$ cat src/rtl/key_conditioner.sv
// key_conditioner: turns raw, bouncing, active-low DE2 pushbuttons into clean
// synchronous controls: debounced level, press/release pulses and an optional
// hold-to-repeat pulse train for each key. Every output is registered.
module key_conditioner #(
  parameter int N_KEYS          = 4,
  parameter int DEBOUNCE_CYCLES = 1000000,
  parameter int REPEAT_DELAY    = 25000000,
  parameter int REPEAT_RATE     = 5000000,
  parameter int CNT_W           = 25
) (
  input  logic              CLOCK_50,
  input  logic              reset,
  input  logic [N_KEYS-1:0] KEY,
  output logic [N_KEYS-1:0] key_level,
  output logic [N_KEYS-1:0] key_press,
  output logic [N_KEYS-1:0] key_release,
  output logic [N_KEYS-1:0] key_repeat
);

  typedef enum logic [1:0] {
    RPT_IDLE,
    RPT_DELAY,
    RPT_REPEAT
  } rptState_t;

  // Terminal counts; the guarded forms keep a zero parameter from wrapping to all-ones.
  localparam logic [CNT_W-1:0] DB_LAST = CNT_W'((DEBOUNCE_CYCLES > 0) ? DEBOUNCE_CYCLES - 1 : 0);
  localparam logic [CNT_W-1:0] RD_LAST = CNT_W'((REPEAT_DELAY > 0) ? REPEAT_DELAY - 1 : 0);
  localparam logic [CNT_W-1:0] RR_LAST = CNT_W'((REPEAT_RATE > 0) ? REPEAT_RATE - 1 : 0);
  localparam logic [CNT_W-1:0] CNT_MAX = '1;

  logic [N_KEYS-1:0] syncA_q, syncB_q;
  logic [N_KEYS-1:0] keyPressed;
  logic [CNT_W-1:0]  dbCnt_q [N_KEYS];
  logic [CNT_W-1:0]  dbCnt_d [N_KEYS];
  logic [N_KEYS-1:0] level_q, level_d;
  logic [N_KEYS-1:0] press_q, press_d;
  logic [N_KEYS-1:0] release_q, release_d;
  logic [N_KEYS-1:0] repeat_q, repeat_d;
  rptState_t         rptState_q [N_KEYS];
  rptState_t         rptState_d [N_KEYS];
  logic [CNT_W-1:0]  rptCnt_q [N_KEYS];
  logic [CNT_W-1:0]  rptCnt_d [N_KEYS];

  // Timers stop at their maximum instead of wrapping back to zero.
  function automatic logic [CNT_W-1:0] satInc(input logic [CNT_W-1:0] value);
    return (value == CNT_MAX) ? value : value + CNT_W'(1);
  endfunction

  // Two-flop synchronizer; resets to the released (high) level so a key held
  // through reset is seen as a fresh press.
  always_ff @(posedge CLOCK_50 or negedge reset) begin
    if (!reset) begin
      syncA_q <= '1;
      syncB_q <= '1;
    end else begin
      syncA_q <= KEY;
      syncB_q <= syncA_q;
    end
  end

  assign keyPressed = ~syncB_q;

  // Debounce: accept a new level only after it has been stable long enough.
  always_comb begin
    level_d = level_q;
    for (int k = 0; k < N_KEYS; k++) begin
      dbCnt_d[k] = dbCnt_q[k];
      if (keyPressed[k] == level_q[k]) begin
        dbCnt_d[k] = '0;
      end else if (dbCnt_q[k] >= DB_LAST) begin
        level_d[k] = ~level_q[k];
        dbCnt_d[k] = '0;
      end else begin
        dbCnt_d[k] = satInc(dbCnt_q[k]);
      end
    end
    press_d   = level_d & ~level_q;
    release_d = ~level_d & level_q;
  end

  // Repeat FSM next-state: delay after the press, then a steady pulse train until release.
  always_comb begin
    repeat_d = '0;
    for (int k = 0; k < N_KEYS; k++) begin
      rptState_d[k] = rptState_q[k];
      rptCnt_d[k]   = rptCnt_q[k];
      if (REPEAT_DELAY == 0) begin
        rptState_d[k] = RPT_IDLE;
        rptCnt_d[k]   = '0;
      end else if (release_d[k]) begin
        rptState_d[k] = RPT_IDLE;
        rptCnt_d[k]   = '0;
      end else begin
        case (rptState_q[k])
          RPT_IDLE: begin
            if (press_d[k]) begin
              rptState_d[k] = RPT_DELAY;
              rptCnt_d[k]   = '0;
            end
          end
          RPT_DELAY: begin
            if (rptCnt_q[k] >= RD_LAST) begin
              repeat_d[k]   = 1'b1;
              rptCnt_d[k]   = '0;
              rptState_d[k] = RPT_REPEAT;
            end else begin
              rptCnt_d[k] = satInc(rptCnt_q[k]);
            end
          end
          RPT_REPEAT: begin
            if (rptCnt_q[k] >= RR_LAST) begin
              repeat_d[k] = 1'b1;
              rptCnt_d[k] = '0;
            end else begin
              rptCnt_d[k] = satInc(rptCnt_q[k]);
            end
          end
          default: begin
            rptState_d[k] = RPT_IDLE;
            rptCnt_d[k]   = '0;
          end
        endcase
      end
    end
  end

  // Debounce counters and the registered level/pulse outputs.
  always_ff @(posedge CLOCK_50 or negedge reset) begin
    if (!reset) begin
      for (int k = 0; k < N_KEYS; k++) dbCnt_q[k] <= '0;
      level_q   <= '0;
      press_q   <= '0;
      release_q <= '0;
      repeat_q  <= '0;
    end else begin
      for (int k = 0; k < N_KEYS; k++) dbCnt_q[k] <= dbCnt_d[k];
      level_q   <= level_d;
      press_q   <= press_d;
      release_q <= release_d;
      repeat_q  <= repeat_d;
    end
  end

  // Repeat FSM state and timer registers.
  always_ff @(posedge CLOCK_50 or negedge reset) begin
    if (!reset) begin
      for (int k = 0; k < N_KEYS; k++) begin
        rptState_q[k] <= RPT_IDLE;
        rptCnt_q[k]   <= '0;
      end
    end else begin
      for (int k = 0; k < N_KEYS; k++) begin
        rptState_q[k] <= rptState_d[k];
        rptCnt_q[k]   <= rptCnt_d[k];
      end
    end
  end

  assign key_level   = level_q;
  assign key_press   = press_q;
  assign key_release = release_q;
  assign key_repeat  = repeat_q;

endmodule
$ cat config.mk
export PLATFORM = sky130hd
export DESIGN_NAME = key_conditioner
export DESIGN_NICKNAME = d
export VERILOG_FILES = /design/src/rtl/key_conditioner.sv
export SDC_FILE = /design/constraint.sdc
export NUM_CORES = 1
export LEC_CHECK = 0
export ABC_AREA = 0
export CORE_MARGIN = 5
export CORE_UTILIZATION = 40
export DETAILED_ROUTE_END_ITERATION = 16
export GPL_ROUTABILITY_DRIVEN = 0
export PLACE_DENSITY = 0.53
export SLEW_MARGIN = 20
export SYNTH_ARGS = -nofsm -noshare
export SYNTH_HDL_FRONTEND = slang
export SYNTH_SLANG_ARGS = --single-unit
$ cat constraint.sdc
create_clock -name CLOCK_50 -period 8 [get_ports CLOCK_50]
set_input_delay 0.8 -clock CLOCK_50 [delete_from_list [all_inputs] [get_ports CLOCK_50]]
set_output_delay 0.8 -clock CLOCK_50 [all_outputs]
set_load 0.01 [all_outputs]
==> results.json, run 1 <==
{
  "fin_util": 0.452,
  "fin_nets": 1456,
  "rsz0062_at_grt": "false",
  "hpwl_um": 18800,
  "io_buffers": 21,
  "post-place-ws_ns": 4.04,
  "cts_buffers": 27,
  "htreeDepth": 1,
  "synthToLayoutAreaGrowth_pct": 11.9,
  "ys_seq_elements": 232,
  "ios": 22,
  "path_common_cell": "ha_1",
  "wl_per_cell_um": 15.2,
  "synth.mux.area_fraction": 0.0173,
  "drtPass1Iterations": 5,
  "min_period_ns": 3.90,
  "viasPerCell": 5.52,
  "cts_max_path_buffers": 3,
  "grtUsageMet2": 0.250,
  "clockRootBuffer": "clkbuf_16",
  "yosys.area_share.simple": 0.275,
  "power_density_mw_per_mm2": 214,
  "crit_type": "register to register",
  "grt.met1_usage": 0.226,
  "synth_edf_count": 0,
  "cpPeakStageDelay_ns": 0.72,
  "synthXorXnorAreaFrac": 0.0401,
  "fillers": 3118,
  "multiInputGateArea_mm2": 0.00686,
  "initial_core_util": 0.404,
  "ys_seq_area_frac": 0.443,
  "post_cts_buffers": 0,
  "synth_compound_area_frac": 0.151,
  "drt_drc_violations_left": 0,
  "die_h_um": 191,
  "core_mm2": 0.0325,
  "cts_resized": 0,
  "antenna_found_initial": 0,
  "postRouteAntennaNets": 0,
  "timing.hold.ws_ns": 0.274,
  "cp-end-kind": "register",
  "synth.avg_cell_area_um2": 9.26,
  "fmax_ghz": 0.256,
  "critPathLaunchType": "register",
  "clkTransAtPathRegs_ns": 0.06,
  "grtUsageTotal": 0.155,
  "worstPathRequired_ns": 8.43,
  "syn_inst": 1416,
  "drt_iter0_markers": 572,
  "grt_pass1_wl_um": 49200,
  "gr-total-overflow": 0,
  "drv_cap": 0,
  "fin_skew_ns": 0.0121,
  "diodes": 0,
  "grt_max_degree": 101,
  "dieArea_mm2": 0.0365,
  "drive_gt1_frac": 0.0774,
  "wirelength_um": 28500,
  "ys_async_sr_fraction": 1.00,
  "seq_area_mm2": 0.00582,
  "core.rowCount": 66,
  "cp_max_fo": 37,
  "setup_tns_ns": 0,
  "status": "finished, final reports clean",
  "yosysUniqueCellTypes": 79,
  "report.power.total_w": 0.00314,
  "hold_violations": 0,
  "synth_ff_type": "dfrtp_1",
  "clk_latency_ns": 0.54,
  "synthAdderAreaFrac": 0.0334,
  "setup_violations": 0,
  "r2r_cells": 13,
  "max_slew_margin": 0.348,
  "critical_path.cell_chain": "ha_1 -> a21oi_1 -> nor2_1 -> o41ai_1 -> a31oi_1 -> nor3_1 -> nand2_1 -> o21a_1 -> ha_1 -> nand2b_1 -> a21oi_4 -> nand2_2 -> o31ai_1",
  "vias": 10400,
  "grtUsageMet3": 0.0212,
  "ys_warn_count": 0,
  "synth_top_family_by_area": "simple AND/OR/NAND/NOR gates",
  "die_x_um": 191,
  "worst_ep_arrival_time_ns": 4.33,
  "setup_ws_ns": 4.10,
  "power.leakage_nw": 5.89,
  "cts.sink_count": 232,
  "worst_pin_slew_ns": 0.969,
  "netlist_area_mm2": 0.0131,
  "maxSlewViolCount": 0,
  "gr-max-usage-layer": "met2",
  "grt_pass1_vias": 9820,
  "worst_ir_drop_vdd_v": 0.000163,
  "min_path_type": "input port to asynchronous set/reset pin",
  "cts_tree": "built",
  "cp_slowest_cell": "a21oi_4",
  "cts_hold_buf": 0,
  "period_share": 0.487
}
-- layer usage --
layer  vias to the layer above  wire [um]
met5                         -          0
met4                         0        558
met3                        33        847
met2                       136      12800
met1                      4979      14300
li1                       5213          -
-- cell usage in the layout, fill, tap and decap left out, types with 20 or more instances in the layout --
master | netlist | layout
nor2_1 | 136 | 136
clkdlybuf4s50_1 | 0 | 20
o21ai_0 | 25 | 25
ha_1 | 35 | 35
nor3_1 | 58 | 58
xnor2_1 | 22 | 22
a31oi_1 | 28 | 28
nand4_1 | 64 | 64
conb_1 | 1 | 20
and4_1 | 22 | 22
and3_1 | 67 | 67
clkbuf_16 | 0 | 27
inv_1 | 40 | 40
xor2_1 | 38 | 38
dfrtp_1 | 224 | 224
a21oi_1 | 48 | 47
nand2_1 | 139 | 139
nand3_1 | 106 | 106
-- registers in the layout, indices dropped and copies added, names as in the netlist --
name,cells
dbCnt_q,100
key_level,4
key_press,4
key_release,4
key_repeat,4
rptCnt_q,100
rptState_q,8
syncA_q,4
syncB_q,4
-- power breakdown --
group / leakage, nW / switching [W] / internal (W)
Clock: 0.494 / 0.000498 / 0.000874
Sequential: 3.14 / 0.0000362 / 0.00121
Combinational: 2.26 / 0.000371 / 0.000152
Total: 5.89 / 0.000905 / 0.00224
-- path summary, 6_finish.rpt --
check | startpoint | endpoint | slack [ns]
worst min register to register | syncA_q[2]$_DFF_PN1_ | syncB_q[2]$_DFF_PN1_ | 0.35
worst max register to register | dbCnt_q[50]$_DFFE_PN0P_ | rptCnt_q[68]$_DFFE_PN0P_ | 4.10
max in group asynchronous | reset | rptCnt_q[91]$_DFFE_PN0P_ | 6.29
min in group CLOCK_50 | syncA_q[2]$_DFF_PN1_ | syncB_q[2]$_DFF_PN1_ | 0.35
worst min-delay path | reset | dbCnt_q[90]$_DFFE_PN0P_ | 0.27
worst max-delay path | dbCnt_q[50]$_DFFE_PN0P_ | rptCnt_q[68]$_DFFE_PN0P_ | 4.10
-- logic make-up after synthesis --
family | Yosys count
buffers and inverters | 119
adder cells (fa/ha/maj) | 35
AO/OA/AOI/OAI | 253
multiplexers | 22
other | 1
AND/OR/NAND/NOR | 694
XOR/XNOR | 60
flip-flops | 232
-- stage by stage --
| step | std cells | instance area [um2] |
|---|---|---|
| after floorplan | 1435 | 13200 |
| after global placement | 1828 | 13700 |
| after detailed placement | 1828 | 13700 |
| after CTS | 1877 | 14700 |
| after global routing | 1877 | 14700 |
| final | 1877 | 14700 |
-- critical path, delay by kind of cell, from the launching register on --
| family | cells | cell delay, ns |
|---|---|---|
| flip-flops | 1 | 0.43 |
| adder cells (fa/ha/maj) | 2 | 0.55 |
| AO/OA/AOI/OAI | 6 | 1.75 |
| AND/OR/NAND/NOR | 5 | 1.07 |
-- Yosys cell counts (all sizes together) (24+ instances only) --
master    n  area share
nand3   106       0.040
a31oi    34       0.023
buf      24       0.012
and3     67       0.032
inv      40       0.011
nor2    136       0.039
xor2     38       0.025
o21ai    25      0.0095
nand2   142       0.042
clkbuf   55       0.016
nand4    64       0.031
a21oi    51       0.021
ha       35       0.033
nor3     58       0.022
dfrtp   224        0.43
-- final cells by class --
| class | instances | share of cell area |
|---|---|---|
| tap | 442 | 0.0377 |
| timing repair buffer | 30 | 0.0193 |
| clock inverter | 14 | 0.0159 |
| clock buffer | 35 | 0.0529 |
| inverter | 40 | 0.0102 |
| sequential | 232 | 0.396 |
| multi-input combinational | 1084 | 0.468 |
No activity file was read; power rests on OpenSTA's default activity.
==> inputs of run 2 (changes only) <==
Clock period 8 ns to 4.1 ns, I/O delays scaled along.
==> results.json, run 2 (synthesis gave the netlist of run 1 again) <==
{
  "setup_tns_ns": 0,
  "initial_core_util": 0.404,
  "wirelength_um": 29000,
  "fillers": 3132,
  "min_path_cells": 1,
  "drive_gt1_frac": 0.0809,
  "drtPass1Iterations": 5,
  "cts_buffers": 27,
  "combinationalPowerShare": 0.184,
  "hold_violations": 0,
  "dieArea_mm2": 0.0365,
  "rrSetupSlack_ns": 0.52,
  "io_buffers": 21,
  "crit_type": "register to register",
  "worst_ep_arrival_time_ns": 4.01,
  "layout_commonest_cell": "dfrtp_1",
  "diodes": 0,
  "crit_family": "simple AND/OR/NAND/NOR gates",
  "ios": 22,
  "htreeDepth": 1,
  "synthToLayoutAreaGrowth_pct": 11.8,
  "clkTransAtPathRegs_ns": 0.06,
  "min_path_type": "input port to register",
  "hpwl_um": 19400,
  "reg2reg_from": "dbCnt_q[50]$_DFFE_PN0P_",
  "viasPerCell": 5.61,
  "cp_slowest_cell": "and2_1",
  "maxSlewViolCount": 0,
  "antenna_found_initial": 0,
  "p_int_w": 0.00412,
  "switching_share": 0.302,
  "rsz0062_at_grt": "false",
  "path_depth": 11,
  "die_h_um": 191,
  "worst_ir_drop_vdd_v": 0.000278,
  "wl_per_cell_um": 15.3,
  "critPathBufInv": 0,
  "min_period_ns": 3.58,
  "power.leakage_nw": 5.90,
  "drt_drc_violations_left": 0,
  "p_switching_w": 0.00179,
  "drv_cap": 0,
  "cpPeakStageDelay_ns": 0.62,
  "status": "finished, final reports clean",
  "grtUsageTotal": 0.161,
  "final_cell_mix": "dfrtp_1, nand2_1, nor2_1, nand3_1, and3_1",
  "gr-total-overflow": 0,
  "period_share": 0.874,
  "max_slew_margin": 0.306,
  "cp_max_fo": 18,
  "grt_pass1_wl_um": 50600,
  "postRouteAntennaNets": 0,
  "report.power.total_w": 0.00591,
  "critical_path.cell_chain": "ha_1 -> a21oi_1 -> nor2_1 -> o41ai_1 -> a31oi_1 -> nor3_1 -> o21ai_0 -> ha_1 -> and2_1 -> nor3_1 -> a221o_1",
  "p_clk_frac": 0.404,
  "worst_pin_slew_ns": 1.03,
  "fmax_ghz": 0.279,
  "core.rowCount": 66,
  "holdPathEnd": "syncA_q[0]$_DFF_PN1_",
  "clk_latency_ns": 0.54,
  "core_mm2": 0.0325,
  "worstReg2RegEnd": "rptCnt_q[73]$_DFFE_PN0P_",
  "p_seq_frac": 0.412,
  "hp-start": "KEY[0]",
  "cp-end-kind": "register",
  "cts_max_path_buffers": 3,
  "critPathLaunchType": "register",
  "die_x_um": 191,
  "clockRootBuffer": "clkbuf_16",
  "vias": 10600,
  "fin_skew_ns": 0.0167,
  "setup_violations": 0,
  "cts.sink_count": 232,
  "cts_tree": "built",
  "power_density_mw_per_mm2": 403,
  "top_regs": "dbCnt_q: 100 flops, rptCnt_q: 100 flops, rptState_q: 8 flops",
  "grt_max_degree": 98,
  "r2r_cells": 11,
  "fin_nets": 1469,
  "worstPathRequired_ns": 4.52,
  "drt_iter0_markers": 812,
  "grt_pass1_vias": 10200
}
-- run 2: cell type report --
class	count	area, um2	area share
clock inverter	12	134	0.00913
multi-input combinational	1084	6860	0.467
timing repair buffer	43	408	0.0278
tap	442	553	0.0377
clock buffer	36	749	0.0511
inverter	40	150	0.0102
sequential	232	5820	0.397
-- run 2: worst max path at each step --
| stage | slack, ns | end | start |
|---|---|---|---|
| 2_1_floorplan | 0.95 | rptCnt_q[44]$_DFFE_PN0P_ | dbCnt_q[25]$_DFFE_PN0P_ |
| 3_3_place_gp | 0.53 | rptCnt_q[65]$_DFFE_PN0P_ | dbCnt_q[50]$_DFFE_PN0P_ |
| 3_5_place_dp | 0.46 | rptCnt_q[69]$_DFFE_PN0P_ | dbCnt_q[50]$_DFFE_PN0P_ |
| 4_1_cts | 0.45 | rptCnt_q[64]$_DFFE_PN0P_ | dbCnt_q[50]$_DFFE_PN0P_ |
| 5_1_grt | 0.15 | rptCnt_q[69]$_DFFE_PN0P_ | dbCnt_q[50]$_DFFE_PN0P_ |
| 6_report | 0.52 | rptCnt_q[73]$_DFFE_PN0P_ | dbCnt_q[50]$_DFFE_PN0P_ |
-- run 2: metal layers --
layer	wire length, um	global-route usage	up-vias
li1	-	-	5248
met1	14400	0.229	5165
met2	13100	0.261	151
met3	957	0.0237	35
met4	510	0.0340	0
met5	0	0	-
-- run 2: repair_timing --
item                                   in CTS  in global routing
setup endpoints to repair                   0                  0
setup buffers                               0                  0
hold buffers                                1                  0
endpoints found under the hold margin      91                  0
resized for setup                           0                  0
-- run 2: power groups by stage --
stage / clock network [W] / registers [W] / logic [W]
global placement: 0 / 0.00248 / 0.00109
CTS: 0.00248 / 0.00244 / 0.00110
global route: 0.00256 / 0.00245 / 0.00122
detailed placement: 0 / 0.00248 / 0.00110
floorplan: 0 / 0.00246 / 0.000786
finish: 0.00239 / 0.00244 / 0.00109
-- run 2: per-stage QoR --
step	setup WS [ns]	instance area [um2]	std cells	util	hold WS [ns]
6_report	0.515	14700	1889	0.452	0.275
5_1_grt	0.149	14700	1889	0.452	0.251
4_1_cts	0.451	14700	1889	0.452	0.244
3_5_place_dp	0.462	13800	1840	0.424	0.349
3_3_place_gp	0.532	13800	1840	0.424	0.346
2_1_floorplan	0.946	13200	1435	-	0.114
-- run 2: worst register-to-register path, delay by kind of cell, from the launching register on --
kind                       cells  cell delay, ns
and+or+nand+nor                4            1.16
AOI/OAI and AO/OA              5            1.12
adders and majority gates      2            0.75
DFF                            1            0.43
